**src/rtl/periph_arb_pkg.sv**
```systemverilog
// Shared types for the two-master peripheral bus arbiter.
// Included by periph_arb_rr2 and periph_bus_arbiter.
package periph_arb_pkg;

    typedef enum logic [1:0] {
        ARB_IDLE,
        ARB_REQ,
        ARB_WAIT
    } arb_state_e;

    typedef enum logic {
        MST_CORE,
        MST_SPI
    } arb_mst_e;

    localparam logic [31:0] ARB_ERR_RDATA = 32'hDEAD_BEEF;

endpackage

```
**src/rtl/periph_arb_rr2.sv**
```systemverilog
// Two-way round-robin pick: sole requester wins, a tie goes
// to the master that was not served last.
module periph_arb_rr2
    import periph_arb_pkg::*;
(
    input  logic [1:0] req_i,
    input  arb_mst_e   last_i,
    output arb_mst_e   win_o
);

    always_comb begin
        win_o = MST_CORE;
        unique case (1'b1)
            (req_i == 2'b10): win_o = MST_SPI;
            (req_i == 2'b11): win_o = (last_i == MST_CORE) ? MST_SPI : MST_CORE;
            default:          win_o = MST_CORE;
        endcase
    end

endmodule

```
**src/rtl/periph_bus_arbiter.sv**
```systemverilog
// Round-robin arbiter sharing the peripheral bus between core and SPI bridge.
// Optional response timeout enabled by defining PERIPH_ARB_TIMEOUT_EN.
module periph_bus_arbiter
    import periph_arb_pkg::*;
#(
    parameter int AW             = 32,
    parameter int DW             = 32,
    parameter int TIMEOUT_CYCLES = 255
) (
    input  logic                   clk_i,
    input  logic                   rst_i,
    input  logic [1:0]             m_req_i,
    input  logic [1:0]             m_we_i,
    input  logic [1:0][DW/8-1:0]   m_be_i,
    input  logic [1:0][AW-1:0]     m_addr_i,
    input  logic [1:0][DW-1:0]     m_wdata_i,
    output logic [1:0]             m_gnt_o,
    output logic [1:0]             m_rvalid_o,
    output logic [DW-1:0]          m_rdata_o,
    output logic                   m_err_o,
    output logic                   s_req_o,
    output logic                   s_we_o,
    output logic [DW/8-1:0]        s_be_o,
    output logic [AW-1:0]          s_addr_o,
    output logic [DW-1:0]          s_wdata_o,
    input  logic                   s_gnt_i,
    input  logic                   s_rvalid_i,
    input  logic [DW-1:0]          s_rdata_i
);

    arb_state_e    state_q, state_d;
    arb_mst_e      owner_q, owner_d;
    arb_mst_e      last_q, last_d;
    arb_mst_e      winner;
    logic [DW-1:0] rdata_q, rdata_d;

    logic          ow;
    logic          in_req;
    logic          in_wait;
    logic          gnt_hit;
    logic          rsp_ok;
    logic          rsp_to;
    logic          rsp;
    logic [1:0]    ow_vec;

    periph_arb_rr2 u_rr (
        .req_i  (m_req_i),
        .last_i (last_q),
        .win_o  (winner)
    );

    assign ow      = (owner_q == MST_SPI);
    assign ow_vec  = ow ? 2'b10 : 2'b01;
    assign in_req  = (state_q == ARB_REQ) && !rst_i;
    assign in_wait = (state_q == ARB_WAIT) && !rst_i;
    assign gnt_hit = in_req && s_gnt_i;
    assign rsp_ok  = in_wait && s_rvalid_i;

`ifdef PERIPH_ARB_TIMEOUT_EN
    logic [15:0] cnt_q, cnt_d;

    // Count is zero on the first WAIT cycle since it idles at zero elsewhere.
    assign cnt_d  = (state_q == ARB_WAIT) ? cnt_q + 16'd1 : 16'd0;
    assign rsp_to = in_wait && !s_rvalid_i
                    && (cnt_q == 16'(TIMEOUT_CYCLES - 1));

    always_ff @(posedge clk_i) begin
        if (rst_i) begin
            cnt_q <= 16'd0;
        end else begin
            cnt_q <= cnt_d;
        end
    end
`else
    logic unused_tmo;

    assign unused_tmo = (TIMEOUT_CYCLES != 0);
    assign rsp_to     = 1'b0;
`endif

    assign rsp = rsp_ok || rsp_to;

    always_comb begin
        state_d = state_q;
        owner_d = owner_q;
        last_d  = last_q;
        rdata_d = rdata_q;
        unique case (state_q)
            ARB_IDLE: begin
                if (|m_req_i) begin
                    owner_d = winner;
                    state_d = ARB_REQ;
                end
            end
            ARB_REQ: begin
                if (s_gnt_i) begin
                    last_d  = owner_q;
                    state_d = ARB_WAIT;
                end
            end
            ARB_WAIT: begin
                if (rsp) begin
                    rdata_d = rsp_ok ? s_rdata_i : DW'(ARB_ERR_RDATA);
                    state_d = ARB_IDLE;
                end
            end
            default: state_d = ARB_IDLE;
        endcase
    end

    always_ff @(posedge clk_i) begin
        if (rst_i) begin
            state_q <= ARB_IDLE;
            owner_q <= MST_CORE;
            last_q  <= MST_SPI;
            rdata_q <= '0;
        end else begin
            state_q <= state_d;
            owner_q <= owner_d;
            last_q  <= last_d;
            rdata_q <= rdata_d;
        end
    end

    assign m_gnt_o    = gnt_hit ? ow_vec : 2'b00;
    assign m_rvalid_o = rsp ? ow_vec : 2'b00;
    // rdata_d carries the response value during the response cycle.
    assign m_rdata_o  = rsp ? rdata_d : rdata_q;
    assign m_err_o    = rsp_to;

    assign s_req_o   = in_req;
    assign s_we_o    = in_req && m_we_i[ow];
    assign s_be_o    = in_req ? m_be_i[ow] : '0;
    assign s_addr_o  = in_req ? m_addr_i[ow] : '0;
    assign s_wdata_o = in_req ? m_wdata_i[ow] : '0;

    a_req_held: assert property (
        @(posedge clk_i) disable iff (rst_i)
        (state_q == ARB_REQ) |-> m_req_i[ow]
    );

endmodule

```
**config.mk**
```make
export PLATFORM = sky130hd
export DESIGN_NAME = periph_bus_arbiter
export DESIGN_NICKNAME = d
export VERILOG_FILES = /design/src/rtl/periph_arb_pkg.sv /design/src/rtl/periph_arb_rr2.sv /design/src/rtl/periph_bus_arbiter.sv
export SDC_FILE = /design/constraint.sdc
export NUM_CORES = 1
export LEC_CHECK = 0
export ABC_AREA = 1
export BUFFER_PORTS_ARGS = -buffer_cell sky130_fd_sc_hd__buf_2
export CAP_MARGIN = 10
export CELL_PAD_IN_SITES_DETAIL_PLACEMENT = 0
export CELL_PAD_IN_SITES_GLOBAL_PLACEMENT = 2
export CORE_MARGIN = 2
export CORE_UTILIZATION = 15
export DETAILED_ROUTE_END_ITERATION = 12
export MAX_ROUTING_LAYER = met4
export PLACE_DENSITY_LB_ADDON = 0.2
export REMOVE_ABC_BUFFERS = 1
export SLEW_MARGIN = 20
export SYNTH_ARGS = -nofsm -noshare
export SYNTH_HDL_FRONTEND = slang
export SYNTH_SLANG_ARGS = --single-unit
```
**constraint.sdc**
```tcl
create_clock -name clk_i -period 1.8 [get_ports clk_i]
set_clock_uncertainty 0.15 [all_clocks]
set_input_delay 0.27 -clock clk_i [delete_from_list [all_inputs] [get_ports clk_i]]
set_output_delay 0.27 -clock clk_i [all_outputs]
set_load 0.005 [all_outputs]
```
==> flow_summary.yaml <==
clock_network:
  clkTransAtPathRegs_ns: 0.05
  cts_tree: "built"
  numCtsBuffers: 5
  clkSinkCount: 36
  cts_htree_levels: 2
  insertion_delay_ns: 0.28
  root_buffer: "clkbuf_16"
  clk_path_buf_depth: 2
timing:
  setup_tns_ns: -1.02
  layout_setup_ws_ns: -0.0518
  setup_viol: 55
  drv_slew: 0
  rsz0062_at_grt: "true"
  min_period_ns: 1.85
  fin_hold_ws_ns: 0.126
  fmax_mhz: 540
  period_share_pct: 103
  finalHoldViolations: 0
run_status:
  status: "finished with violations"
  violations: "negative setup slack"
place:
  place_area_um2: 4490
  hpwl_um: 10900
  place_congestion: 0.838
  pre_cts_ws_ns: 0.165
  portBuffers: 281
global_route:
  overflow: 0
  grt_pass1_wl_um: 21100
  grt.total_usage_pct: 13.9
  grt_pass1_vias: 3764
  grt_max_degree: 71
  antenna_found_initial: 2
routing:
  num_vias: 4302
  viasPerCell: 4.02
  drt_iter0_drc: 149
  wire_per_inst_um: 15.6
  totalWireLength_um: 16700
  drcViolationCount: 0
  ant_nets: 0
  first_pass_iters: 7
worst_setup_path:
  arrival_ns: 1.43
  path_class: "register to output port"
  ff2ff_path_depth: 8
  r2r_end: "rdata_q[21]"
  end_kind: "output port"
  max_stage_delay_ns: 0.50
  slowest_stage: "dfxtp_4"
  regToRegSetupSlack_ns: 0.45
  r2r-start: "state_q[1]"
  crit_required_ns: 1.38
  crit_chain: "buf_12, clkbuf_16, nand2_4, a21oi_2, buf_2"
  crit_path_start_kind: "register"
  worstPathMaxFanout: 8
  crit_buf_inv: 3
  cp_top_family: "flip-flops"
yosys:
  synth_cell_types: 19
  ys_seq_elements: 36
  ys.flop_type: "dfxtp_1"
  synth_edf_count: 0
  avgSynthCellArea_um2: 5.29
  synthArstFlopShare_pct: 0
  seq_area_frac_synth_pct: 25.5
  synth_top_area_share_pct: 27.5
  netlist_area_um2: 2830
  yosys_warnings: 0
  yosysTopAreaCell: "nand2_1"
  synth_most_common_cell: "nand2_1"
  syn_inst: 535
  synth_area_leaders: "nand2_1 27%, dfxtp_1 25%, inv_1 13%"
  yosys-top-cells-count: "207 x nand2_1, 101 x inv_1, 72 x a21oi_1"
layout:
  design_area_um2: 5650
  finalNetCount: 1009
  layout-drive-gt1-share_pct: 51.6
  area_delta_synth_final_pct: 99.6
  fill_cells: 2161
floorplanning:
  design.core.area_um2: 18600
  io_pins: 283
  die_h_um: 141
  die_area_um2: 20000
  initial_core_util_pct: 15.2
  num_rows: 50
  die_w_um: 141
worst_hold_path:
  hold_end: "ow"
  hold_class: "input port to register"
  hp-start: "m_req_i[1]"
  min_path_cells: 3
pwr:
  ir_drop_uv: 391
  leakage_nw: 3.46
  powerDensity_nw_per_um2: 493
job:
  max-cap-violations: 0
## state kept, by name, summed over array words and instances (netlist names)
| register | flops |
|---|---|
| rdata_q | 32 |
| state_q | 2 |
| last_q | 1 |
| ow | 1 |
## layout by cell type, fill, tap and decap left out, drive strengths merged
master | synthesis | final
nand3b | 1 | 1
clkinv | 0 | 1
diode | 0 | 2
buf | 29 | 316
nand3 | 36 | 36
nor3 | 1 | 1
dfxtp | 36 | 36
o21ai | 1 | 1
nand4 | 1 | 1
inv | 103 | 104
conb | 1 | 1
clkbuf | 8 | 17
nor2 | 38 | 38
nand2 | 208 | 208
a21oi | 72 | 72
## report_power, final
| group | total, mW | switching (mW) | internal, mW |
|---|---|---|---|
| Clock | 0.902 | 0.322 | 0.581 |
| Sequential | 0.843 | 0.0236 | 0.820 |
| Combinational | 1.04 | 0.532 | 0.508 |
## layer usage
layer / part of all wire (%) / up-vias / routed length (um) / GRT usage [%]
met5: 0 / - / 0 / -
met4: 1.3 / 0 / 212 / 2.95
met3: 6.9 / 13 / 1140 / 3.34
met2: 52 / 177 / 8680 / 25.2
met1: 40 / 1918 / 6620 / 15.6
li1: - / 2194 / - / -
## metrics by stage
step | util, % | total power, mW | std cells
floorplan | - | 1.15 | 498
global placement | 24.2 | 1.58 | 1025
detailed placement | 24.2 | 1.58 | 1025
CTS | 26.3 | 2.60 | 1042
global route | 30.4 | 2.96 | 1069
finish | 30.4 | 2.79 | 1069
## worst max-delay path by stage
stage	cells after the start	endpoint	startpoint
after floorplan	2	m_rvalid_o[1]	ow
after global placement	7	m_rdata_o[10]	state_q[0]
after detailed placement	4	s_addr_o[7]	state_q[0]
after CTS	8	m_rdata_o[1]	state_q[1]
after global routing	5	s_wdata_o[5]	state_q[1]
final	5	s_addr_o[29]	ow
## worst reg2reg max path, stage by stage, from the launching register on
cell and delay, ns:
dfxtp_2 0.35, inv_4 0.06, nor2_8 0.15, nand2_8 0.11, buf_4 0.15, nand2_1 0.05, nand2_1 0.06, buf_4 0.13
nor2_1 0.07
## repair_timing
action	CTS	global route
setup buffers	6	8
cloned	4	18
pin swaps	1	25
hold buffers	0	0
resized for setup	31	112
endpoints found under the setup margin	103	105
## logic make-up after synthesis
kind of cell	count (synthesis)	share of synthesized area (%)
buffers and inverters	140	20.7
and+or+nand+nor	285	40.8
other	1	0.133
AOI/OAI and AO/OA	73	12.9
DFF	36	25.5
## area by class of cell
cell class | instances | area (um2) | area share (%)
timing repair inverter | 2 | 20.0 | 0.354
inverter | 103 | 402 | 7.11
timing repair buffer | 326 | 2190 | 38.7
clock buffer | 7 | 153 | 2.70
multi-input combinational | 359 | 1860 | 32.9
antenna | 2 | 5.00 | 0.0886
tap | 234 | 293 | 5.18
sequential | 36 | 729 | 12.9
Note: power is estimated with default switching activity, not from simulation.
